[config.mk]
export PLATFORM = sky130hd
export DESIGN_NAME = alu_mdu_exec
export DESIGN_NICKNAME = d
export VERILOG_FILES = /design/src/rtl/alu_mdu_exec.sv
export SDC_FILE = /design/constraint.sdc
export NUM_CORES = 1
export LEC_CHECK = 0
export CORE_MARGIN = 4
export CORE_UTILIZATION = 35
export DETAILED_ROUTE_END_ITERATION = 12
export HOLD_SLACK_MARGIN = 0.1
export PLACE_DENSITY = 0.66
export SETUP_SLACK_MARGIN = 0.1
export SKIP_CTS_REPAIR_TIMING = 1
export SYNTH_ARGS = -nofsm -noshare
export SYNTH_HDL_FRONTEND = slang
export SYNTH_SLANG_ARGS = --single-unit
[constraint.sdc]
create_clock -name clk -period 4.1 [get_ports clk]
set_input_delay 0.41 -clock clk [delete_from_list [all_inputs] [get_ports clk]]
set_output_delay 0.41 -clock clk [all_outputs]
set_load 0.01 [all_outputs]
[src/rtl/alu_mdu_exec.sv]
// Execute stage with a 32-bit single-cycle ALU and an iterative multiply/divide unit.
// The multiply/divide unit takes 32 shift steps plus one sign-fix cycle and writes HI/LO.
module alu_mdu_exec (
    input  logic        clk,
    input  logic        rst,
    input  logic        start,
    input  logic [3:0]  aluop,
    input  logic [31:0] a,
    input  logic [31:0] b,
    output logic [31:0] result,
    output logic        overflow,
    output logic        zero,
    output logic        busy,
    output logic        done,
    output logic [31:0] hi,
    output logic [31:0] lo
);
    typedef enum logic [1:0] {S_IDLE = 2'd0, S_RUN = 2'd1, S_FIX = 2'd2} state_t;

    localparam logic [3:0] OP_SLL  = 4'd0,  OP_SRL  = 4'd1,  OP_SRA  = 4'd2,  OP_MULT = 4'd3;
    localparam logic [3:0] OP_DIV  = 4'd5,  OP_DIVU = 4'd6,  OP_ADD  = 4'd7,  OP_ADDU = 4'd8;
    localparam logic [3:0] OP_SUB  = 4'd9,  OP_SUBU = 4'd10, OP_AND  = 4'd11, OP_OR   = 4'd12;
    localparam logic [3:0] OP_XOR  = 4'd13, OP_SLT  = 4'd14, OP_SLTU = 4'd15;

    state_t      r_state, w_state_nx;
    logic [4:0]  r_count;
    logic [31:0] r_result, r_hi, r_lo, r_acc_hi, r_acc_lo, r_opb;
    logic        r_overflow, r_busy, r_done, r_is_div, r_neg_main, r_neg_rem, r_dvz;

    logic        w_is_md, w_is_signed, w_alu_ovf;
    logic [31:0] w_alu_res, w_sum, w_diff, w_abs_a, w_abs_b;
    logic [32:0] w_mul_sum, w_div_shift, w_div_diff;
    logic [63:0] w_prod, w_prod_fix;
    logic [31:0] w_quo_fix, w_rem_fix;

    assign w_is_md     = (aluop >= OP_MULT) && (aluop <= OP_DIVU);
    assign w_is_signed = (aluop == OP_MULT) || (aluop == OP_DIV);
    assign w_abs_a     = (w_is_signed && a[31]) ? (32'd0 - a) : a;
    assign w_abs_b     = (w_is_signed && b[31]) ? (32'd0 - b) : b;
    assign w_sum       = a + b;
    assign w_diff      = a - b;

    // Single-cycle ALU result and signed-overflow flag
    always_comb begin
        w_alu_res = 32'd0;
        w_alu_ovf = 1'b0;
        case (aluop)
            OP_SLL:  w_alu_res = b << a[4:0];
            OP_SRL:  w_alu_res = b >> a[4:0];
            OP_SRA:  w_alu_res = $unsigned($signed(b) >>> a[4:0]);
            OP_ADD: begin
                w_alu_res = w_sum;
                w_alu_ovf = (a[31] == b[31]) && (w_sum[31] != a[31]);
            end
            OP_ADDU: w_alu_res = w_sum;
            OP_SUB: begin
                w_alu_res = w_diff;
                w_alu_ovf = (a[31] != b[31]) && (w_diff[31] != a[31]);
            end
            OP_SUBU: w_alu_res = w_diff;
            OP_AND:  w_alu_res = a & b;
            OP_OR:   w_alu_res = a | b;
            OP_XOR:  w_alu_res = a ^ b;
            OP_SLT:  w_alu_res = ($signed(a) < $signed(b)) ? 32'd1 : 32'd0;
            OP_SLTU: w_alu_res = (a < b) ? 32'd1 : 32'd0;
            default: w_alu_res = 32'd0;
        endcase
    end

    // One iteration step: acc_hi is the partial product / partial remainder,
    // acc_lo holds the remaining multiplier bits / the developing quotient.
    assign w_mul_sum   = {1'b0, r_acc_hi} + (r_acc_lo[0] ? {1'b0, r_opb} : 33'd0);
    assign w_div_shift = {r_acc_hi, r_acc_lo[31]};
    assign w_div_diff  = w_div_shift - {1'b0, r_opb};

    // With a zero divisor the remainder ends as |a|, so restoring the dividend sign yields a itself.
    assign w_prod     = {r_acc_hi, r_acc_lo};
    assign w_prod_fix = r_neg_main ? (64'd0 - w_prod) : w_prod;
    assign w_quo_fix  = r_dvz ? 32'hFFFF_FFFF : (r_neg_main ? (32'd0 - r_acc_lo) : r_acc_lo);
    assign w_rem_fix  = r_neg_rem ? (32'd0 - r_acc_hi) : r_acc_hi;

    // Next-state logic for the multiply/divide sequencer
    always_comb begin
        w_state_nx = r_state;
        case (r_state)
            S_IDLE: begin
                if (start && w_is_md) w_state_nx = S_RUN;
                else                  w_state_nx = S_IDLE;
            end
            S_RUN: begin
                if (r_count == 5'd31) w_state_nx = S_FIX;
                else                  w_state_nx = S_RUN;
            end
            S_FIX:   w_state_nx = S_IDLE;
            default: w_state_nx = S_IDLE;
        endcase
    end

    // State register
    always_ff @(posedge clk) begin
        if (rst) r_state <= S_IDLE;
        else     r_state <= w_state_nx;
    end

    // Datapath registers: ALU outputs, iteration state and HI/LO
    always_ff @(posedge clk) begin
        if (rst) begin
            r_result   <= 32'd0;
            r_overflow <= 1'b0;
            r_hi       <= 32'd0;
            r_lo       <= 32'd0;
            r_busy     <= 1'b0;
            r_done     <= 1'b0;
            r_count    <= 5'd0;
            r_acc_hi   <= 32'd0;
            r_acc_lo   <= 32'd0;
            r_opb      <= 32'd0;
            r_is_div   <= 1'b0;
            r_neg_main <= 1'b0;
            r_neg_rem  <= 1'b0;
            r_dvz      <= 1'b0;
        end else begin
            r_done <= 1'b0;
            case (r_state)
                S_IDLE: begin
                    if (start && w_is_md) begin
                        r_busy     <= 1'b1;
                        r_count    <= 5'd0;
                        r_acc_hi   <= 32'd0;
                        r_acc_lo   <= w_abs_a;
                        r_opb      <= w_abs_b;
                        r_is_div   <= (aluop >= OP_DIV);
                        r_neg_main <= w_is_signed && (a[31] ^ b[31]);
                        r_neg_rem  <= w_is_signed && a[31];
                        r_dvz      <= (aluop >= OP_DIV) && (b == 32'd0);
                    end else if (start) begin
                        r_result   <= w_alu_res;
                        r_overflow <= w_alu_ovf;
                        r_done     <= 1'b1;
                    end
                end
                S_RUN: begin
                    r_count <= r_count + 5'd1;
                    if (!r_is_div) begin
                        r_acc_hi <= w_mul_sum[32:1];
                        r_acc_lo <= {w_mul_sum[0], r_acc_lo[31:1]};
                    end else if (!w_div_diff[32]) begin
                        r_acc_hi <= w_div_diff[31:0];
                        r_acc_lo <= {r_acc_lo[30:0], 1'b1};
                    end else begin
                        r_acc_hi <= w_div_shift[31:0];
                        r_acc_lo <= {r_acc_lo[30:0], 1'b0};
                    end
                end
                S_FIX: begin
                    if (r_is_div) begin
                        r_hi <= w_rem_fix;
                        r_lo <= w_quo_fix;
                    end else begin
                        r_hi <= w_prod_fix[63:32];
                        r_lo <= w_prod_fix[31:0];
                    end
                    r_done <= 1'b1;
                    r_busy <= 1'b0;
                end
                default: r_busy <= 1'b0;
            endcase
        end
    end

    assign result   = r_result;
    assign overflow = r_overflow;
    assign zero     = (r_result == 32'd0);
    assign busy     = r_busy;
    assign done     = r_done;
    assign hi       = r_hi;
    assign lo       = r_lo;
endmodule
# == Word level (Yosys, flattened, before mapping) ==
# Cells that the tools add are included.
# classes
addsub,10
shifts,3
eq_ne,21
n_bitwise,6
mux,31
n_lt_le_gt_ge,5
n_reduce_logical,20
# ops
cell,count
32-bit 2-to-1 mux,13
32-bit one-hot mux with 10 select lines,1
32-bit one-hot mux with 2 select lines,2
"1-bit by 32-bit subtractor with 32-bit output, first input constant",4
32-bit zero test,2
32-bit less-than comparator,2
64-bit 2-to-1 mux,1
"1-bit by 64-bit subtractor with 64-bit output, first input constant",1
32-bit by 32-bit adder with 33-bit output,1
33-bit by 32-bit subtractor with 33-bit output,1
32-bit adder,1
32-bit bitwise AND,1
"4-bit equality test, second input constant",8
32-bit bitwise OR,1
32-bit by 5-bit left shift with 32-bit output,1
32-bit by 5-bit right shift with 32-bit output,1
32-bit by 5-bit >>> shifter with 32-bit output,1
32-bit subtractor,1
32-bit bitwise XOR,1
5-bit one-hot mux with 2 select lines,1
"4-bit by 2-bit equality test with 1-bit output, second input constant",2
"4-bit by 3-bit equality test with 1-bit output, second input constant",2
1-bit logical AND,8
1-bit 2-to-1 mux,7
24 further kinds,32
# totals
input_bits,71
regBits,206
out_inout_bits,100

# == Logic depth before layout (Yosys ltp) ==
# logic_depth
ltp_word,6
ltp_mapped,16
depth_no_buf,14

# == Least setup slack after synthesis ==
# OpenSTA, ideal clock, no wires.
# synth_timing
kind,input to register
startpoint,in a[2]
endpoint,reg r_result[28] (netlist: result[28])
setup_slack_ns,-0.298
stages,16
t_required_ns,4.014
t_arrival_ns,4.312
setup_time_ns,0.086
cell_sequence,clkbuf_1 inv_1 clkbuf_1 clkbuf_1 clkbuf_1 ha_1 nand2b_1 a221oi_1 a2bb2oi_1 a311oi_1 o21ai_1 a21oi_1 o31a_1 o211a_1 a211o_1 a211oi_1
# synth_between
elab_chain_cells,2
word_cells_on_any_way,6
classes_between,2 x add/sub; 3 x shift; 1 x mux
# synth_lines
item,line,text
from (decl),8,"input logic [31:0] a,"
"32-bit subtractor, or another cell as far along",41,assign w_diff = a - b;
32-bit one-hot mux with 10 select lines *,47,case (aluop)
to (signal assigned),137,r_result <= w_alu_res;
to (decl),27,"logic [31:0] r_result, r_hi, r_lo, r_acc_hi, r_acc_lo, r_opb;"
# Every way passes the cells marked *; elsewhere a longest branch is shown, timed or not.
# A chain may end at the register's enable or synchronous reset.

# == Worst setup path after layout ==
# layout_timing
startpoint,reg r_acc_lo[31]
endpoint,reg r_acc_hi[24]
# layout_between
elab_chain_cells,4
# layout_lines
item,line,text
from (decl),27,
from (signal assigned),130,r_acc_lo <= w_abs_a;
from (signal assigned),146,"r_acc_lo <= {w_mul_sum[0], r_acc_lo[31:1]};"
from (signal assigned),149,"r_acc_lo <= {r_acc_lo[30:0], 1'b1};"
33-bit by 32-bit subtractor with 33-bit output,74,"assign w_div_diff = w_div_shift - {1'b0, r_opb};"
32-bit 2-to-1 mux,147,end else if (!w_div_diff[32]) begin
32-bit 2-to-1 mux,144,if (!r_is_div) begin
32-bit one-hot mux with 2 select lines,124,case (r_state)
to (signal assigned),145,r_acc_hi <= w_mul_sum[32:1];
to (signal assigned),148,r_acc_hi <= w_div_diff[31:0];
to (signal assigned),151,r_acc_hi <= w_div_shift[31:0];
to (decl),27,
# No other way between the ends.

==> results.json <==
{
  "cts_tree": "done",
  "vias_per_cell": 6.074,
  "synth_edf_count": 0,
  "drv_cap": 0,
  "slew_viol_final": 0,
  "rows": 94,
  "fp.dieW_um": 266.0,
  "avgSynthCellArea_um2": 7.324,
  "area_growth_pct": 20.40,
  "critPathLaunchType": "flop",
  "worstPathMaxFanout": 18,
  "cts_root_buf": "clkbuf_16",
  "regArea_um2": 4129,
  "yosys-top-cells-area": "dfxtp_1, ha_1, nor2_1",
  "p_int_mw": 4.956,
  "ys_seq_area_share_pct": 17.70,
  "die_area_um2": 70750,
  "instances_no_fill": 4273,
  "r2r_start": "r_acc_lo[31]$_SDFFE_PP0P_",
  "synth_fp_nets": 3433,
  "gr-total-overflow": 0,
  "cpMostUsedCell": "inv_1",
  "reg2reg_slack_ps": 410,
  "crit_path_end_kind": "flop",
  "antenna_found_initial": 10,
  "grt_pass1_wl_um": 154900,
  "p_sw_share_pct": 37.65,
  "period_share_pct": 90.07,
  "fin_nets": 3636,
  "detail_route.wl_per_cell_um": 24.56,
  "hold_start": "rst",
  "cts_max_level": 1,
  "worstHoldEndpoint": "hi[16]$_SDFFE_PP0P_",
  "critPathRequiredTime_ps": 4560,
  "cpMaxStageDelayCell": "fa_1",
  "fillCellCount": 6859,
  "hold_path_depth": 2,
  "cts.sinks": 206,
  "max_freq_mhz": 270.8,
  "power_switching_mw": 2.993,
  "layout_common_cells": "nor2_1, a21oi_1, buf_4",
  "max-slew-margin-rel_pct": 41.30,
  "crit_cells": 16,
  "finalSetupViolations": 0,
  "p_clk_share_pct": 34.6,
  "critical_path_arrival_ps": 4160,
  "hold_viol": 0,
  "cellLeakagePower_nw": 11.04,
  "drtAntennaViolNets": 0,
  "dp_cells": 4217,
  "finalClockSkew_ps": 22.71,
  "synth_area_um2": 23300,
  "dr.pass1.iters": 6,
  "holdWs_ps": 240.9,
  "grt_pass1_vias": 24080,
  "grtUsageTotal_pct": 28.07,
  "outcome": "completed",
  "hold_path.class": "in2reg",
  "synth_top_cell_by_area": "dfxtp_1",
  "io_buffers": 170,
  "insertion_delay_ps": 600,
  "start_util_pct": 35.37,
  "wirelength_um": 104900,
  "drc": 0,
  "power_frac_seq_pct": 28.0,
  "synthFlopType": "dfxtp_1",
  "rsz0062_at_grt": "no",
  "total_power_mw": 7.948,
  "fin_crit_ps": 3693,
  "synthCells": 3181,
  "cts_max_path_buffers": 3,
  "power_density_nw_per_um2": 283.4,
  "drive_above_1_share_pct": 11.75,
  "first_iter_violations": 2755,
  "r2r_cells": 16,
  "multi_input_area_um2": 17600,
  "cp_num_buf_inv": 4,
  "max_stage_delay_ps": 420,
  "ys_ff_latch": 206,
  "yosysUniqueCellTypes": 92,
  "worst_slew_pin_slew_ps": 879.6,
  "ys_warn_count": 0,
  "path_class": "reg2reg",
  "synthArstFlopShare_pct": 0,
  "crit_chain": "inv_1 -> ha_1 -> inv_1 -> fa_1 -> a211oi_1 -> o211ai_1 -> nand4_1 -> o21ai_2 -> a21oi_1 -> o41ai_2 -> buf_4 -> xor2_4 -> buf_12 -> mux2_2 -> a22oi_1 -> o21ai_0",
  "numCtsBuffers": 27,
  "irDropWorstVdd_mv": 0.3134,
  "synth_top_area_share_pct": 17.70,
  "grt_max_degree": 132,
  "path_clk_slew_ps": 60,
  "dp_hpwl_um": 82780,
  "fin_area_um2": 28050,
  "design.core.area_um2": 65860,
  "place_congestion": 1.069,
  "power_frac_comb_pct": 37.4,
  "rr_endpoint": "r_acc_hi[24]$_SDFFE_PP0P_",
  "pin_count": 171,
  "die_y_um": 266.0,
  "final_common_cell": "nor2_1",
  "placed_area_um2": 26990,
  "cp_top_family": "compound AO/OA/AOI/OAI gates",
  "vias": 25950
}
metal layers:
layer | vias to the layer above | track usage, % | share of wire [%]
li1 | 12120 | - | -
met1 | 12320 | 37.19 | 42
met2 | 1241 | 42.94 | 43
met3 | 262 | 5.762 | 8.6
met4 | 12 | 15.10 | 6.6
met5 | - | 0 | 0.070
cell usage after synthesis (29+ instances only):
| cell | n |
|---|---|
| a221oi_1 | 29 |
| a211oi_1 | 174 |
| nand4_1 | 29 |
| o31ai_1 | 32 |
| a21o_1 | 52 |
| xor2_1 | 67 |
| a21oi_1 | 249 |
| mux2i_1 | 92 |
| clkbuf_1 | 179 |
| o21ai_0 | 204 |
| nor2_1 | 436 |
| nand2_1 | 231 |
| nand3_1 | 52 |
| dfxtp_1 | 206 |
| inv_1 | 151 |
| nor3_1 | 82 |
| a22oi_1 | 33 |
| mux4_2 | 46 |
| ha_1 | 177 |
| o211ai_1 | 35 |
| nor4_1 | 29 |
| or3_1 | 43 |
| nand2b_1 | 30 |
| xnor2_1 | 106 |
| a31oi_1 | 30 |
per-stage QoR:
| stage | TNS, ps | utilization, % | setup WS (ps) |
|---|---|---|---|
| after global routing | 0 | 42.57 | 120.2 |
| after detailed placement | -58.04 | 40.98 | -33.54 |
| after CTS | 0 | 42.52 | 186.6 |
| final | 0 | 42.59 | 407.0 |
| after global placement | -22.97 | 40.98 | -22.97 |
| after floorplan | 0 | - | 114.7 |
power by group through the flow:
| stage | Sequential [mW] | Clock [mW] | Combinational [mW] |
|---|---|---|---|
| after floorplan | 2.22 | 0 | 1.81 |
| after global placement | 2.27 | 0 | 2.89 |
| after detailed placement | 2.27 | 0 | 2.88 |
| after CTS | 2.22 | 2.80 | 2.89 |
| after global routing | 2.24 | 2.87 | 3.17 |
| final | 2.23 | 2.75 | 2.97 |
cells by family after synthesis:
| logic type | count (synthesis) | share of synthesized area, % |
|---|---|---|
| compound gates | 1054 | 29.94 |
| mux | 144 | 8.690 |
| xor+xnor | 173 | 6.504 |
| fa+ha+maj | 181 | 9.850 |
| buf+inv | 396 | 7.138 |
| flops | 206 | 17.70 |
| simple gates | 1027 | 20.17 |
state kept, by name, indices dropped and copies added (netlist names):
register    flops
r_dvz           1
r_opb          32
r_state         2
r_count         5
r_is_div        1
result         32
done            1
r_neg_rem       1
lo             32
r_neg_main      1
hi             32
busy            1
r_acc_hi       32
r_acc_lo       32
overflow        1
area by class of cell:
cell class | instances | area share [%]
Timing Repair Buffer | 416 | 12.93
Clock buffer | 33 | 2.668
Inverter | 154 | 2.061
Multi-Input combinational cell | 2579 | 62.75
Antenna cell | 5 | 0.04461
Sequential cell | 206 | 14.72
Tap cell | 864 | 3.854
Clock inverter | 16 | 0.9680
worst max path at each step:
stage	startpoint	to	slack [ps]
floorplan	a[2]	result[28]$_SDFFE_PP0P_	110
global placement	a[6]	overflow$_SDFFE_PP0P_	-20
detailed placement	b[0]	result[28]$_SDFFE_PP0P_	-30
CTS	r_acc_lo[31]$_SDFFE_PP0P_	r_acc_hi[24]$_SDFFE_PP0P_	190
global route	r_acc_lo[31]$_SDFFE_PP0P_	r_acc_hi[31]$_SDFFE_PP0P_	120
finish	r_acc_lo[31]$_SDFFE_PP0P_	r_acc_hi[24]$_SDFFE_PP0P_	410
Note: power is estimated with default switching activity, not from simulation.
